==> config.mk <==
export PLATFORM = sky130hd
export DESIGN_NAME = dm_ctrl
export DESIGN_NICKNAME = d
export VERILOG_FILES = /design/src/rtl/dm_ctrl.sv
export SDC_FILE = /design/constraint.sdc
export NUM_CORES = 1
export LEC_CHECK = 0
export CORE_MARGIN = 8
export CORE_UTILIZATION = 40
export DETAILED_ROUTE_END_ITERATION = 10
export GPL_TIMING_DRIVEN = 0
export PLACE_DENSITY_LB_ADDON = 0.2
export SLEW_MARGIN = 10
export SYNTH_ARGS = -nofsm -noshare
export SYNTH_HDL_FRONTEND = slang
export SYNTH_SLANG_ARGS = --single-unit
==> constraint.sdc <==
create_clock -name clk -period 4.7 [get_ports clk]
set_input_delay 0.94 -clock clk [delete_from_list [all_inputs] [get_ports clk]]
set_output_delay 0.94 -clock clk [all_outputs]
set_load 0.05 [all_outputs]
==> src/rtl/dm_ctrl.sv <==
// CPU-side data memory controller: aligns byte/half/word loads and stores onto
// a 32-bit memory port, with misalignment detection and a bus-ready timeout.
module dm_ctrl #(
    parameter int TIMEOUT = 15
) (
    input  logic        clk,
    input  logic        rst_n,
    input  logic        req,
    input  logic        we,
    input  logic [1:0]  size,
    input  logic        sign,
    input  logic [31:0] addr,
    input  logic [31:0] wdata,
    output logic [31:0] rdata,
    output logic        done,
    output logic        busy,
    output logic [1:0]  err,
    output logic        mem_en,
    output logic [3:0]  mem_be,
    output logic        mem_we,
    output logic [31:0] mem_addr,
    output logic [31:0] mem_wdata,
    input  logic [31:0] mem_rdata,
    input  logic        mem_ready
);

    localparam int CW = (TIMEOUT < 2) ? 1 : $clog2(TIMEOUT + 1);

    typedef enum logic [1:0] {IDLE, ACCESS, DONE, ERR} state_t;

    state_t         state_q, state_d;
    logic           we_q, we_d;
    logic [1:0]     size_q, size_d;
    logic           sign_q, sign_d;
    logic [31:0]    addr_q, addr_d;
    logic [31:0]    wdata_q, wdata_d;
    logic [31:0]    rdata_q, rdata_d;
    logic [CW-1:0]  cnt_q, cnt_d;
    logic [1:0]     err_q, err_d;

    logic           legal;
    logic           in_acc;
    logic [3:0]     lane_be;
    logic [31:0]    lane_wdata;
    logic [31:0]    load_ext;
    logic [7:0]     byte_sel;
    logic [15:0]    half_sel;

    always_comb begin
        legal = 1'b0;
        case (size)
            2'b00:   legal = 1'b1;
            2'b01:   legal = ~addr[0];
            2'b10:   legal = (addr[1:0] == 2'b00);
            default: legal = 1'b0;
        endcase
    end

    always_comb begin
        lane_be    = 4'b1111;
        lane_wdata = wdata_q;
        case (size_q)
            2'b00: begin
                lane_be    = 4'b0001 << addr_q[1:0];
                lane_wdata = {4{wdata_q[7:0]}};
            end
            2'b01: begin
                lane_be    = addr_q[1] ? 4'b1100 : 4'b0011;
                lane_wdata = {2{wdata_q[15:0]}};
            end
            default: begin
                lane_be    = 4'b1111;
                lane_wdata = wdata_q;
            end
        endcase
    end

    assign byte_sel = mem_rdata[{addr_q[1:0], 3'b000} +: 8];
    assign half_sel = addr_q[1] ? mem_rdata[31:16] : mem_rdata[15:0];

    always_comb begin
        load_ext = mem_rdata;
        case (size_q)
            2'b00:   load_ext = {{24{sign_q & byte_sel[7]}}, byte_sel};
            2'b01:   load_ext = {{16{sign_q & half_sel[15]}}, half_sel};
            default: load_ext = mem_rdata;
        endcase
    end

    always_comb begin
        state_d = state_q;
        we_d    = we_q;
        size_d  = size_q;
        sign_d  = sign_q;
        addr_d  = addr_q;
        wdata_d = wdata_q;
        rdata_d = rdata_q;
        cnt_d   = cnt_q;
        err_d   = err_q;
        case (state_q)
            IDLE: begin
                cnt_d = '0;
                if (req) begin
                    if (legal) begin
                        we_d    = we;
                        size_d  = size;
                        sign_d  = sign;
                        addr_d  = addr;
                        wdata_d = wdata;
                        state_d = ACCESS;
                    end else begin
                        err_d   = 2'b01;
                        state_d = ERR;
                    end
                end
            end
            ACCESS: begin
                // ready wins over timeout on the final allowed cycle
                if (mem_ready) begin
                    state_d = DONE;
                    if (!we_q) rdata_d = load_ext;
                end else if (cnt_q == CW'(TIMEOUT - 1)) begin
                    err_d   = 2'b10;
                    state_d = ERR;
                end else begin
                    cnt_d = cnt_q + CW'(1);
                end
            end
            DONE: state_d = IDLE;
            ERR: begin
                err_d   = 2'b00;
                state_d = IDLE;
            end
            default: state_d = IDLE;
        endcase
    end

    always_ff @(posedge clk or negedge rst_n) begin
        if (!rst_n) begin
            state_q <= IDLE;
            we_q    <= 1'b0;
            size_q  <= 2'b00;
            sign_q  <= 1'b0;
            addr_q  <= '0;
            wdata_q <= '0;
            rdata_q <= '0;
            cnt_q   <= '0;
            err_q   <= 2'b00;
        end else begin
            state_q <= state_d;
            we_q    <= we_d;
            size_q  <= size_d;
            sign_q  <= sign_d;
            addr_q  <= addr_d;
            wdata_q <= wdata_d;
            rdata_q <= rdata_d;
            cnt_q   <= cnt_d;
            err_q   <= err_d;
        end
    end

    // memory port is driven only while accessing, so reset zeroes it at once
    assign in_acc    = (state_q == ACCESS);
    assign busy      = (state_q != IDLE);
    assign done      = (state_q == DONE);
    assign err       = (state_q == ERR) ? err_q : 2'b00;
    assign mem_en    = in_acc;
    assign mem_we    = in_acc & we_q;
    assign mem_be    = in_acc ? lane_be : 4'b0000;
    assign mem_addr  = in_acc ? {addr_q[31:2], 2'b00} : 32'h0;
    assign mem_wdata = in_acc ? lane_wdata : 32'h0;
    assign rdata     = rdata_q;

endmodule

# ---- Word-level counts from Yosys, hierarchy flattened
# Index checks and enable logic that the tools add are counted.
dict set report word_totals {
  word_cells 66
  out_inout_bits 106
  input_bits 104
  ff_bits 108
}
dict set report op_classes {
  n_bitwise 5
  reduce_logical 13
  n_addsub 1
  shifts 2
  mux 23
  n_eq_ne 13
}
# cell n
set op_table {}
lappend op_table {{case mux 32 bit (2 select lines)} 2}
lappend op_table {{two-way mux 32 bit} 2}
lappend op_table {{variable part select 32 x 6 -> 8 bit} 1}
lappend op_table {{two-way mux 2 bit} 9}
lappend op_table {{two-way mux 16 bit} 1}
lappend op_table {{two-way mux 4 bit} 4}
lappend op_table {{case mux 4 bit (2 select lines)} 2}
lappend op_table {{case mux 2 bit (3 select lines)} 2}
lappend op_table {{AND reduction 3 bit} 3}
lappend op_table {{logical NOT 2 bit} 4}
lappend op_table {{inequality test 2 bit (second input constant)} 4}
lappend op_table {{equality test 2 x 1 -> 1 bit (second input constant)} 3}
lappend op_table {{equality test 2 bit (second input constant)} 3}
lappend op_table {{AND reduction 5 bit} 1}
lappend op_table {{adder 4 x 1 -> 4 bit (second input constant)} 1}
lappend op_table {{equality test 4 bit (second input constant)} 1}
lappend op_table {{nonzero test 2 bit} 2}
lappend op_table {{left shift 1 x 2 -> 4 bit (first input constant)} 1}
lappend op_table {{AND 1 bit} 3}
lappend op_table {{inequality test 3 x 2 -> 1 bit (second input constant)} 1}
lappend op_table {{case mux 1 bit (3 select lines)} 1}
lappend op_table {{nonzero test 3 bit} 1}
lappend op_table {{inequality test 2 x 1 -> 1 bit (second input constant)} 1}
lappend op_table {{NOT 1 bit} 2}
lappend op_table {{2 further kinds} 2}

# ---- Depth between registers and ports, before layout
dict set report depth {
  ltp_word 5
  mapped_depth 8
  ltp_nobuf 6
}

# ---- Worst setup path before layout
# OpenSTA, ideal clock, no wires.
dict set report synth_path {
  path_type {flip-flop to output port}
  from {register state_q[1]}
  to {output mem_addr[30]}
  path_slack_ps 1809
  path_stages_with_launch 7
  path_buffers 3
  arrival_time_ps 1951
  required_ps 3760
  path_cell_list {dfrtp_1 > buf_6 > nand2b_4 > buf_6 > inv_1 > clkbuf_1 > and2_1}
}
dict set report synth_between {
  elab_chain_cells 2
}
# item line_no
set synth_rtl {}
lappend synth_rtl {{from (decl)} 31} ;# state_t state_q, state_d;
lappend synth_rtl {{from (signal assigned)} 150} ;# state_q <= state_d;
lappend synth_rtl {{equality test 2 x 1 -> 1 bit} 163} ;# assign in_acc = (state_q == ACCESS);
lappend synth_rtl {{named net mem_en} 18} ;# output logic mem_en,
lappend synth_rtl {{two-way mux 32 bit} 170} ;# assign mem_addr = in_acc ? {addr_q[31:2], 2'b00} : 32'h0;
lappend synth_rtl {{to (decl)} 21} ;# output logic [31:0] mem_addr,
# The timed path passes the listed nets, and every way through them passes these cells.

# ---- Worst setup path in the final report
dict set report layout_path {
  from {register size_q[1]}
  to {output mem_wdata[19]}
}
dict set report layout_between {
  elab_chain_cells 3
}
# item line_no
set layout_rtl {}
lappend layout_rtl {{from (decl)} 33} ;# logic [1:0] size_q, size_d;
lappend layout_rtl {{from (signal assigned)} 152} ;# size_q <= size_d;
lappend layout_rtl {{equality test 2 x 1 -> 1 bit / logical NOT 2 bit (equally long branches)} 62} ;# case (size_q)
lappend layout_rtl {{case mux 32 bit (2 select lines) (*)} 62}
lappend layout_rtl {{two-way mux 32 bit (*)} 171} ;# assign mem_wdata = in_acc ? lane_wdata : 32'h0;
lappend layout_rtl {{to (decl)} 22} ;# output logic [31:0] mem_wdata,
# Mark *: on every way between the ends. The rest lies on a longest branch, timed or not.

==> key figures <==
CTS
  – TritonCTS clock tree: built
  – Skew-Pair Late Insertion Delay: 0.35 ns
  – Hold Buf Count CTS: 0
  – Clock root cell: clkbuf_16
  – CTS max path bufs: 2
  – H-tree levels: 3
  – Worst-path clk slew: 0.07 ns
  – Post-CTS Setup Bufs: 0
  – Post-CTS Resized: 0
  – CTS Buf Count: 9
  – CTS sink count: 108

Logic synthesis
  – YS warnings: 0
  – Async set-reset flop share out of synthesis: 1.00
  – Gate Count Post-Synth: 536
  – Sequential fraction of the synthesis area: 0.485
  – Post-synth EDFFs: 0
  – Syn avg cell area: 10.4 sq um
  – Synthesized area: 5570 sq um
  – Count of different cell masters after synthesis: 45
  – Post-synth top flop: dfrtp_1
  – Number of synthesized register bits: 108

STA
  – Fin crit period: 3.87 ns
  – Worst Tran Pin Value: 0.772 ns
  – Max Slew Vio Count: 0
  – Fmax: 258 MHz
  – Fin. Hold Viols: 0
  – Final setup viols: 0
  – RSZ-0062 raised after global routing: no
  – Layout Skew: 0.00740 ns
  – Slew HR: 0.485
  – Part of the cycle the worst path needs: 0.824

Routing
  – Wirelength per Cell: 19.6 microns
  – Via/cell ratio: 5.44
  – Initial DRC Count: 378
  – DRC Markers: 0
  – Via count: 5,118
  – Antenna viol nets, final: 0
  – Routed wire length: 18,400 microns
  – Pre-Repair DR Iteration Count: 5

Global routing
  – Overflow after GRT: 0
  – Global Route Usage Sum: 0.205
  – First-pass GRT wire length: 29,200 microns
  – Largest net degree at the start of global routing: 67
  – Antenna violations before repair: 0
  – Via count of the first global-routing pass: 5,421

Setup path
  – Type of origin of the critical path: register
  – Worst Path Required: 3.76 ns
  – CP endpoint kind: output port
  – Crit Path Class: register to output port
  – Crit Path Max Fanout: 10
  – CP Data Arrival Time: 2.93 ns

Place
  – Area after DPL: 7900 sq um
  – Port Buffers: 207
  – GP Congestion: 0.877
  – DP Wirelength: 14,000 microns

Die
  – Num ports: 210
  – Die width: 134 microns
  – # rows: 43
  – Core box area: 13,700 sq um
  – Initial Util: 0.406
  – DIE AREA: 18,000 sq um
  – DIE HEIGHT: 134 microns

Status
  – Status: finished clean

Finish
  – Commonest non-fill, non-tap cell in the layout: clkdlybuf4s50_1
  – Antenna fix cells: 0
  – Synth-to-layout area growth: 47.1%
  – Cell area after layout: 8190 sq um
  – Fin util: 0.597
  – Most frequent cells in the layout: clkdlybuf4s50_1 (206), dfrtp_1 (108), mux2_2 (69)
  – Final net count: 862
  – Ratio of cells with drive above 1 in the final layout: 0.151

Flow run
  – Max Cap Viol: 0

Hold path
  – HP Class: register to register

Pwr
  – Leakage dissipation: 0.00337 uW
  – Pwr Density: 774 nW/um^2
  – Max rail drop VDD: 0.317 mV
-- registers in the layout (all words and copies together) (netlist names) --
| register | cells |
|---|---|
| we_q | 1 |
| state_q | 2 |
| err_q | 2 |
| size_q | 2 |
| rdata | 32 |
| sign_q | 1 |
| addr_q | 32 |
| cnt_q | 4 |
| wdata_q | 32 |
-- stage by stage --
step	power, uW	setup WS (ns)	hold slack, ns	cells	setup TNS, ns
after floorplan	4280	1.81	0.471	537	0
after global placement	5510	-1.56	0.473	924	-166.80
after detailed placement	5590	1.17	0.473	925	0
after CTS	6370	0.794	0.489	941	0
after global routing	6690	0.630	0.506	941	0
final	6340	0.827	0.484	941	0
-- cell type report --
type                    instances  area (sq um)
clock inverters                 6          63.8
well taps                     180           225
clock buffers                  10           229
plain buffers                  48           240
repair buffers                208          2100
flip-flops and latches        108          2700
multi-input cells             374          2600
fillers                      1166          5530
inverters                       7          26.3
-- worst paths after layout --
kind | startpoint | end | slack [ns] | depth (start not counted)
max in group asynchronous | rst_n | sign_q | 3.51 | 2
setup reg to reg | addr_q[1] | rdata[11] | 2.69 | 6
setup / recovery | size_q[1] | mem_wdata[19] | 0.83 | 6
hold reg to reg | rdata[9] | rdata[9] | 0.48 | 2
min in group asynchronous | rst_n | rdata[20] | 0.51 | 1
hold / removal | rdata[9] | rdata[9] | 0.48 | 2
-- worst max-delay path, cell delays in order, from the launching register on --
cell and delay [ns]:
dfrtp_1 0.32, clkbuf_1 0.24, buf_2 0.29, clkbuf_1 0.62
mux2i_1 0.17, nor2_1 0.12, clkdlybuf4s50_1 0.82
-- kinds of logic after synthesis --
family	after synthesis	share of synthesized area
flops	108	0.485
simple gates	148	0.133
fa+ha+maj	2	0.00449
buf+inv	55	0.0479
mux	94	0.187
compound gates	128	0.142
other cells	1	0.000673
-- synth_stat cells (2+ instances only) --
cell type,instances,area [sq um]
and3_1,6,37.5
o22ai_1,9,56.3
clkbuf_1,23,86.3
buf_1,3,11.3
o21ai_0,32,160
a32o_1,8,80.1
mux2_2,69,777
nand3_1,3,15.0
dfrtp_1,108,2700
nor2b_1,5,31.3
buf_2,14,70.1
a22o_1,2,17.5
or3_1,2,12.5
and2_1,39,244
a21oi_1,45,225
or2_2,2,12.5
mux2i_1,24,240
buf_6,4,45.0
nor3_1,5,25.0
inv_1,7,26.3
a221oi_1,7,61.3
nor2_1,32,120
buf_4,3,22.5
o211ai_1,16,120
nand2_1,47,176
ha_1,2,25.0
-- power breakdown --
group | leakage (uW) | switching, uW | internal [uW]
registers | 0.00127 | 293 | 1390
logic | 0.00196 | 2440 | 1450
clock network | 0.000139 | 352 | 414
total | 0.00337 | 3090 | 3250
-- per-layer routing --
metal	track usage	wire (microns)
met1	0.250	7550
met2	0.332	8710
met3	0.0632	1710
met4	0.0811	481
met5	0	0
Note: power is estimated with default switching activity, not from simulation.
